--- config.mk ---
export PLATFORM = sky130hd
export DESIGN_NAME = move_arbiter_flat
export DESIGN_NICKNAME = d
export VERILOG_FILES = /design/src/rtl/move_arbiter_if.sv /design/src/rtl/move_arbiter.sv /design/src/flat_wrapper.sv
export SDC_FILE = /design/constraint.sdc
export NUM_CORES = 1
export LEC_CHECK = 0
export BUFFER_PORTS_ARGS = -buffer_cell sky130_fd_sc_hd__buf_4
export CORE_UTILIZATION = 53
export CTS_BUF_LIST = sky130_fd_sc_hd__clkbuf_8
export DETAILED_ROUTE_END_ITERATION = 8
export PLACE_DENSITY = 0.87
export REMOVE_ABC_BUFFERS = 1
export SKIP_LAST_GASP = 1
export SLEW_MARGIN = 20
export SYNTH_ARGS = -nofsm -noshare
export SYNTH_HDL_FRONTEND = slang
export SYNTH_SLANG_ARGS = --single-unit
--- constraint.sdc ---
create_clock -name clk_in -period 2.9 [get_ports clk_in]
set_clock_uncertainty 0.05 [all_clocks]
set_input_delay 0.435 -clock clk_in [delete_from_list [all_inputs] [get_ports clk_in]]
set_output_delay 0.435 -clock clk_in [all_outputs]
set_load 0.02 [all_outputs]
--- src/rtl/move_arbiter_if.sv ---
// Signal bundle between the move sources, game_fsm and the move arbiter.
// The arbiter attaches through the slave modport; the environment drives the master side.
interface move_arbiter_if;
  logic       my_color;
  logic       turn;
  logic       game_over;
  logic       invalid_move;
  logic       local_valid;
  logic [7:0] local_move;
  logic       local_ready;
  logic       remote_valid;
  logic [7:0] remote_move;
  logic       remote_ready;
  logic       move_avail;
  logic [7:0] move;
  logic       busy;
  logic       result_valid;
  logic       result_src;
  logic [1:0] result_code;

  modport slave (
    input  my_color, turn, game_over, invalid_move,
    input  local_valid, local_move, remote_valid, remote_move,
    output local_ready, remote_ready, move_avail, move, busy,
    output result_valid, result_src, result_code
  );

  modport master (
    output my_color, turn, game_over, invalid_move,
    output local_valid, local_move, remote_valid, remote_move,
    input  local_ready, remote_ready, move_avail, move, busy,
    input  result_valid, result_src, result_code
  );
endinterface

--- src/rtl/move_arbiter.sv ---
// Arbitrates local/remote move requests, screens bad ones, issues moves to game_fsm
// and reports game_fsm's verdict (or a timeout) back to the requesting source.
module move_arbiter #(
  parameter int TIMEOUT_CYCLES = 1024
) (
  input  logic           clk_in,
  input  logic           reset,
  move_arbiter_if.slave  bus
);
  localparam int CNT_W = $clog2(TIMEOUT_CYCLES);
  localparam logic [CNT_W-1:0] CNT_LAST = CNT_W'(TIMEOUT_CYCLES - 1);

  typedef enum logic [1:0] {IDLE, ISSUE, WAIT, RESPOND} state_t;

  state_t           state, state_nxt;
  logic [CNT_W-1:0] cnt;
  logic             issued_turn;
  logic             src_q;
  logic [1:0]       code_q;
  logic [7:0]       move_q;

  logic       on_local;
  logic       grant_local, grant_remote, xfer;
  logic [7:0] xfer_move;
  logic       bad_req, wait_done;

  function automatic logic off_board(input logic [7:0] m);
    return (m != 8'hFF) && ((m[7:4] > 4'd8) || (m[3:0] > 4'd8));
  endfunction

  // The on-turn source wins when both are requesting.
  always_comb begin
    on_local     = (bus.turn == bus.my_color);
    grant_local  = (state == IDLE) && bus.local_valid  && (on_local  || !bus.remote_valid);
    grant_remote = (state == IDLE) && bus.remote_valid && (!on_local || !bus.local_valid);
    xfer         = grant_local || grant_remote;
    xfer_move    = grant_remote ? bus.remote_move : bus.local_move;
    bad_req      = bus.game_over || (grant_remote ? on_local : !on_local) || off_board(xfer_move);
    wait_done    = bus.invalid_move || (bus.turn != issued_turn) || (cnt == CNT_LAST);
  end

  always_ff @(posedge clk_in) begin
    if (reset) state <= IDLE;
    else       state <= state_nxt;
  end

  always_comb begin
    state_nxt = state;
    case (state)
      IDLE:    if (xfer) state_nxt = bad_req ? RESPOND : ISSUE;
      ISSUE:   state_nxt = WAIT;
      WAIT:    if (wait_done) state_nxt = RESPOND;
      RESPOND: state_nxt = IDLE;
      default: state_nxt = IDLE;
    endcase
  end

  always_comb begin
    bus.local_ready  = grant_local;
    bus.remote_ready = grant_remote;
    bus.move_avail   = (state == ISSUE);
    bus.busy         = (state != IDLE);
    bus.result_valid = (state == RESPOND);
  end

  assign bus.move        = move_q;
  assign bus.result_src  = src_q;
  assign bus.result_code = code_q;

  // Capture on the transfer edge so move is already stable in the issue cycle.
  always_ff @(posedge clk_in) begin
    if (reset) begin
      move_q      <= 8'hFF;
      src_q       <= 1'b0;
      code_q      <= 2'b00;
      cnt         <= '0;
      issued_turn <= 1'b0;
    end else begin
      case (state)
        IDLE: if (xfer) begin
          src_q       <= grant_remote;
          issued_turn <= bus.turn;
          if (bad_req) code_q <= 2'b10;
          else         move_q <= xfer_move;
        end
        ISSUE: cnt <= '0;
        WAIT: begin
          cnt <= cnt + 1'b1;
          if (bus.invalid_move)              code_q <= 2'b01;
          else if (bus.turn != issued_turn)  code_q <= 2'b00;
          else if (cnt == CNT_LAST)          code_q <= 2'b11;
        end
        default: ;
      endcase
    end
  end
endmodule

--- src/flat_wrapper.sv ---
// flat-port wrapper written by rule: the top's interface ports become plain ports
module move_arbiter_flat 
#(
  parameter int TIMEOUT_CYCLES = 1024
)
  (clk_in, reset, bus_my_color, bus_turn, bus_game_over, bus_invalid_move, bus_local_valid, bus_local_move, bus_remote_valid, bus_remote_move, bus_local_ready, bus_remote_ready, bus_move_avail, bus_move, bus_busy, bus_result_valid, bus_result_src, bus_result_code);
  move_arbiter_if bus_i ();
  input  logic clk_in;
  input  logic reset;
  input wire logic [$bits(bus_i.my_color)-1:0] bus_my_color;
  input wire logic [$bits(bus_i.turn)-1:0] bus_turn;
  input wire logic [$bits(bus_i.game_over)-1:0] bus_game_over;
  input wire logic [$bits(bus_i.invalid_move)-1:0] bus_invalid_move;
  input wire logic [$bits(bus_i.local_valid)-1:0] bus_local_valid;
  input wire logic [$bits(bus_i.local_move)-1:0] bus_local_move;
  input wire logic [$bits(bus_i.remote_valid)-1:0] bus_remote_valid;
  input wire logic [$bits(bus_i.remote_move)-1:0] bus_remote_move;
  output wire logic [$bits(bus_i.local_ready)-1:0] bus_local_ready;
  output wire logic [$bits(bus_i.remote_ready)-1:0] bus_remote_ready;
  output wire logic [$bits(bus_i.move_avail)-1:0] bus_move_avail;
  output wire logic [$bits(bus_i.move)-1:0] bus_move;
  output wire logic [$bits(bus_i.busy)-1:0] bus_busy;
  output wire logic [$bits(bus_i.result_valid)-1:0] bus_result_valid;
  output wire logic [$bits(bus_i.result_src)-1:0] bus_result_src;
  output wire logic [$bits(bus_i.result_code)-1:0] bus_result_code;
  assign bus_i.my_color = bus_my_color;
  assign bus_i.turn = bus_turn;
  assign bus_i.game_over = bus_game_over;
  assign bus_i.invalid_move = bus_invalid_move;
  assign bus_i.local_valid = bus_local_valid;
  assign bus_i.local_move = bus_local_move;
  assign bus_i.remote_valid = bus_remote_valid;
  assign bus_i.remote_move = bus_remote_move;
  assign bus_local_ready = bus_i.local_ready;
  assign bus_remote_ready = bus_i.remote_ready;
  assign bus_move_avail = bus_i.move_avail;
  assign bus_move = bus_i.move;
  assign bus_busy = bus_i.busy;
  assign bus_result_valid = bus_i.result_valid;
  assign bus_result_src = bus_i.result_src;
  assign bus_result_code = bus_i.result_code;
  move_arbiter #(.TIMEOUT_CYCLES(TIMEOUT_CYCLES)) u_core (.clk_in(clk_in), .reset(reset), .bus(bus_i));
endmodule
### After elaboration in Yosys (flattened, before gate mapping)

Index checks and enable logic that the tools add are counted.

| storage, ports and cells | value |
|---|---|
| register bits after elaboration | 24 |
| input bits | 24 |
| output and inout port bits | 16 |
| logic and storage cells | 58 |

| operators by class | value |
|---|---|
| add/sub/neg operators | 1 |
| $lt $le $gt $ge | 2 |
| equal/unequal tests | 11 |
| muxes and demuxes | 13 |
| bitwise operators | 1 |
| reduce and logical (&&, ||, !) cells | 24 |

Operators by type and width:

| operator | number |
|---|---|
| case mux 10 bit (2 select lines) | 1 |
| two-way mux 2 bit | 8 |
| adder 10 x 1 -> 10 bit (second input constant) | 1 |
| == test 10 bit (second input constant) | 1 |
| > comparator 4 bit (second input constant) | 2 |
| logical OR 1 bit | 8 |
| two-way mux 8 bit | 1 |
| inequality test 8 bit (second input constant) | 1 |
| case mux 2 bit (4 select lines) | 1 |
| inequality test 2 x 1 -> 1 bit (second input constant) | 3 |
| nonzero test 2 bit | 3 |
| logical AND 1 bit | 5 |
| == test 2 bit (second input constant) | 2 |
| inequality test 4 x 2 -> 1 bit (second input constant) | 1 |
| case mux 2 bit (2 select lines) | 1 |
| AND reduction 2 bit | 2 |
| AND reduction 4 bit | 1 |
| zero test 1 bit | 3 |
| AND reduction 3 bit | 1 |
| == test 2 x 1 -> 1 bit (second input constant) | 1 |
| zero test 2 bit | 1 |
| == test 1 bit | 1 |
| two-way mux 1 bit | 1 |
| inequality test 1 bit | 1 |
| NOT 1 bit | 1 |

### Longest topological paths before layout

| depth | value |
|---|---|
| word-level depth | 12 |
| depth in mapped cells | 9 |
| gate-level depth less buffers | 8 |

### Least setup slack after synthesis

No wires, ideal clock.

| path | value |
|---|---|
| kind | register -> register |
| start | register u_core.state[0] |
| end | register u_core.code_q[0] (netlist: u_core.bus.result_code[0]) |
| setup time | 0.070 ns |
| arrival time | 2.038 ns |
| data required time | 2.780 ns |
| path slack | 0.742 ns |
| stages on the path, launching flop included | 9 |
| buffers on the path | 0 |
| period minus slack after synthesis | 2.158 ns |
| cell sequence | dfxtp_1 > inv_1 > ha_1 > nand2_1 > a21oi_4 > mux2i_1 > a21oi_1 > or4b_1 > a21oi_1 |

| on the way | value |
|---|---|
| longest elaborated chain between the ends | 10 |
| elaborated cells on any way between the ends | 22 |
| those cells by class | order compare: 2; eq/ne: 5; mux: 3; reduce/logical: 12 |

RTL lines:

| what | RTL line | text |
|---|---|---|
| from (decl) | move_arbiter.sv:15 | `state_t state, state_nxt;` |
| from (signal assigned) | move_arbiter.sv:44 | `else state <= state_nxt;` |
| zero test 2 bit | move_arbiter.sv:34, move_arbiter.sv:35, move_arbiter.sv:79 |  |
| logical AND 1 bit (2 in a row) | move_arbiter.sv:35 | `grant_remote = (state == IDLE) && bus.remote_valid && (!on_local \|\| !bus.local_valid);` |
| two-way mux 8 bit | move_arbiter.sv:37 | `xfer_move = grant_remote ? bus.remote_move : bus.local_move;` |
| > comparator 4 bit | move_arbiter.sv:28 | `return (m != 8'hFF) && ((m[7:4] > 4'd8) \|\| (m[3:0] > 4'd8));` |
| logical OR 1 bit | move_arbiter.sv:28 |  |
| logical AND 1 bit | move_arbiter.sv:28 |  |
| logical OR 1 bit | move_arbiter.sv:38 | `bad_req = bus.game_over \|\| (grant_remote ? on_local : !on_local) \|\| off_board(xfer_move);` |
| inequality test 2 x 1 -> 1 bit (no source line) | n/a |  |
| AND reduction 4 bit (no source line) | n/a |  |
| to (signal assigned) | move_arbiter.sv:75 | `code_q <= 2'b00;` |
| to (signal assigned) | move_arbiter.sv:83 | `if (bad_req) code_q <= 2'b10;` |
| to (signal assigned) | move_arbiter.sv:89 | `if (bus.invalid_move) code_q <= 2'b01;` |
| to (decl) | move_arbiter.sv:19 | `logic [1:0] code_q;` |

Parallel ways exist; a longest one is shown, timed or not.
A chain may end at the register's enable or synchronous reset.

### Worst setup path in the final report

| path | value |
|---|---|
| start | register u_core.state[1] |
| end | register u_core.code_q[0] (netlist: u_core.bus.result_code[0]) |

Same word-level chain as after synthesis.

==> results by group <==
Routing
  • Via Count: 1,294
  • Antenna-violating nets left: 0
  • DRC violation count after routing: 1
  • Drt pass-1 iters: 6
  • Final WL: 3070 microns
  • Routed wire per std cell: 13.5 microns
  • Vias per inst: 5.70
  • Initial DRC count: 14

Logic synthesis
  • Netlist cell types: 38
  • Yosys reg bits: 24
  • Post-synth top area cell: dfxtp_1
  • Synth Warn #: 0
  • Post-synth EDFFs: 0
  • Synth Area in Adders: 0.0551
  • Synth Area in Compound Gates: 0.173
  • Mean Syn Cell Area: 8.57 sq um
  • Simple-gate share of the synthesized area: 0.219
  • Sequential element share of the synthesized area: 0.353
  • Main synth FF type: dfxtp_1
  • Async SR Flop Fraction: 0
  • XOR/XNOR Fraction of Synth Area: 0.0762
  • Share of the synthesized area in the top cell type: 0.353
  • Post-Syn Instances: 159
  • Largest family of logic cells by synthesized area: simple AND/OR/NAND/NOR gates
  • Top cells by area, synth: dfxtp_1 (35%), mux2i_1 (7.3%), xor2_1 (5.8%)
  • Post-synthesis mux area share: 0.0845
  • Synthesized area: 1360 sq um

CTS
  • CTS H-tree lvls: 1
  • CTS root buf: clkbuf_8
  • Clock-pin slew on the worst setup and hold paths: 0.09 ns
  • CTS Sinks: 24
  • Hold_buf cts: 0
  • CTS tree: built
  • # resized after CTS: 0
  • Clk_lat worst skew: 0.26 ns
  • Clock buffer depth: 2
  • Inserted Clock Buffers: 3
  • Setup Fix Bufs, Post-CTS: 0

STA
  • # setup viols final: 0
  • Final worst setup slack: 0.398 ns
  • Slew Limit Headroom: 0.643
  • Period utilisation layout: 0.863
  • Fin crit period: 2.50 ns
  • Setup TNS: 0 ns
  • Slew @ Worst Pin: 0.532 ns
  • Endpoints failing hold: 0
  • Fmax: 0.400 GHz
  • Fin. max-slew vios: 0
  • RSZ-0062 raised after global routing: false

Placed design
  • GP Congestion: 0.774
  • DP HPWL: 2430 microns
  • PortBufs: 39
  • Worst slack at placement: 0.422 ns
  • Placed Instance Area: 1680 sq um

Min path
  • Hold/Removal Path Class: in2reg

Floorplanning
  • Die area: 2780 sq um
  • Die Ht: 52.7 microns
  • Row count: 18
  • Die width: 52.7 microns
  • Initial Utilization: 0.555
  • Core Area: 2450 sq um
  • Ports: 40

Global routing
  • Vias in the first global route: 1,179
  • Antenna violations before repair: 0
  • Total congestion overflow: 0
  • First-pass GRT wire length: 4750 microns
  • Total track usage: 0.232
  • Largest net degree at the start of global routing: 16

Power
  • Max rail drop VDD: 0.000416 V
  • Power Dens Cells: 667 nW/um^2
  • Leakage Power: 0.715 nW

Worst setup path
  • Worst R2R Setup Slack: 0.40 ns
  • Crit Path Category: reg2reg
  • Crit path capture type: flop
  • CP startpoint kind: flop
  • Max Fanout on Critical Path: 11
  • Crit path arrival time: 2.66 ns
  • WP data required: 3.05 ns

Finish
  • Commonest non-fill, non-tap cells in the layout: buf_4 (41), dfxtp_1 (24), nor2_1 (19)
  • Fraction of layout cells with a size suffix above 1: 0.249
  • Final Instance Area: 1720 sq um
  • P&R area growth vs syn: 26.0%
  • Nets: 229
  • Commonest non-fill, non-tap cell in the layout: buf_4
  • Post-Route Utilization: 0.699
  • # fillers: 196
  • ANT cells: 0

Flow run
  • Max_cap viols: 0

Status
  • Failing checks: DRC
  • Status: complete, but fails checks
==> flip-flops by register name, summed over array words and instances (netlist names) <==
name	count
u_core.bus.result_src	1
u_core.issued_turn	1
u_core.bus.move	8
u_core.bus.result_code	2
u_core.state	2
u_core.cnt	10
==> power breakdown <==
group / total, W / internal (W) / switching [W]
combinational: 0.000552 / 0.000232 / 0.000320
clock: 0.000195 / 0.0000927 / 0.000103
sequential: 0.000399 / 0.000370 / 0.0000294
total: 0.00115 / 0.000694 / 0.000452
==> cell type report <==
cell class	instances	area, sq um	area share
clock buffer	3	41.3	0.0241
inverter	6	22.5	0.0131
multi-input combinational	123	827	0.482
sequential	24	480	0.280
tap	30	37.5	0.0219
timing repair buffer	41	308	0.179
==> path summary, 6_finish.rpt <==
path                                                    from                                endpoint  depth (start not counted)
worst min-delay path                                   reset  u_core.bus.result_code[0]$_SDFFE_PP0P_                          2
worst max register to register  u_core.state[1]$_SDFFE_PP0P_  u_core.bus.result_code[0]$_SDFFE_PP0P_                          9
worst max-delay path            u_core.state[1]$_SDFFE_PP0P_  u_core.bus.result_code[0]$_SDFFE_PP0P_                          9
worst min register to register    u_core.cnt[1]$_SDFFE_PP0P_              u_core.cnt[1]$_SDFFE_PP0P_                          2
==> synthesized netlist by cell type (2+ instances only) <==
cell	number
a21oi_1	6
a31oi_1	7
buf_2	2
clkbuf_1	2
dfxtp_1	24
ha_1	6
inv_1	6
mux2i_1	10
nand2_1	16
nand3_1	5
nand4_1	8
nor2_1	19
nor3_1	8
o21ai_0	4
o311a_1	2
o31ai_1	4
xor2_1	9
==> metrics by stage <==
stage,hold WS [ns],power [W],instances
global route,0.401,0.00122,227
CTS,0.394,0.00115,227
finish,0.393,0.00115,227
global placement,0.413,0.000927,224
floorplan,0.401,0.000775,153
detailed placement,0.437,0.000955,224
==> kinds of logic after synthesis <==
family | after synthesis
simple gates | 63
fa+ha+maj | 6
mux | 11
flops | 24
buf+inv | 12
xor+xnor | 11
compound gates | 32
==> critical path: stages (launching register included) <==
cell	delay, ns
dfxtp_1	0.36
inv_1	0.11
ha_1	0.35
nand2_1	0.18
a21oi_4	0.15
buf_4	0.23
mux2_4	0.20
a21oi_1	0.12
or4b_1	0.54
a21oi_1	0.14
==> layer usage <==
metal | GRT usage | part of all wire | vias up
met2 | 0.422 | 0.53 | 33
met1 | 0.254 | 0.42 | 606
met3 | 0.0464 | 0.036 | 4
li1 | - | - | 651
met4 | 0.105 | 0.013 | 0
met5 | 0 | 0 | -
Power figures use the tool's default switching activity.
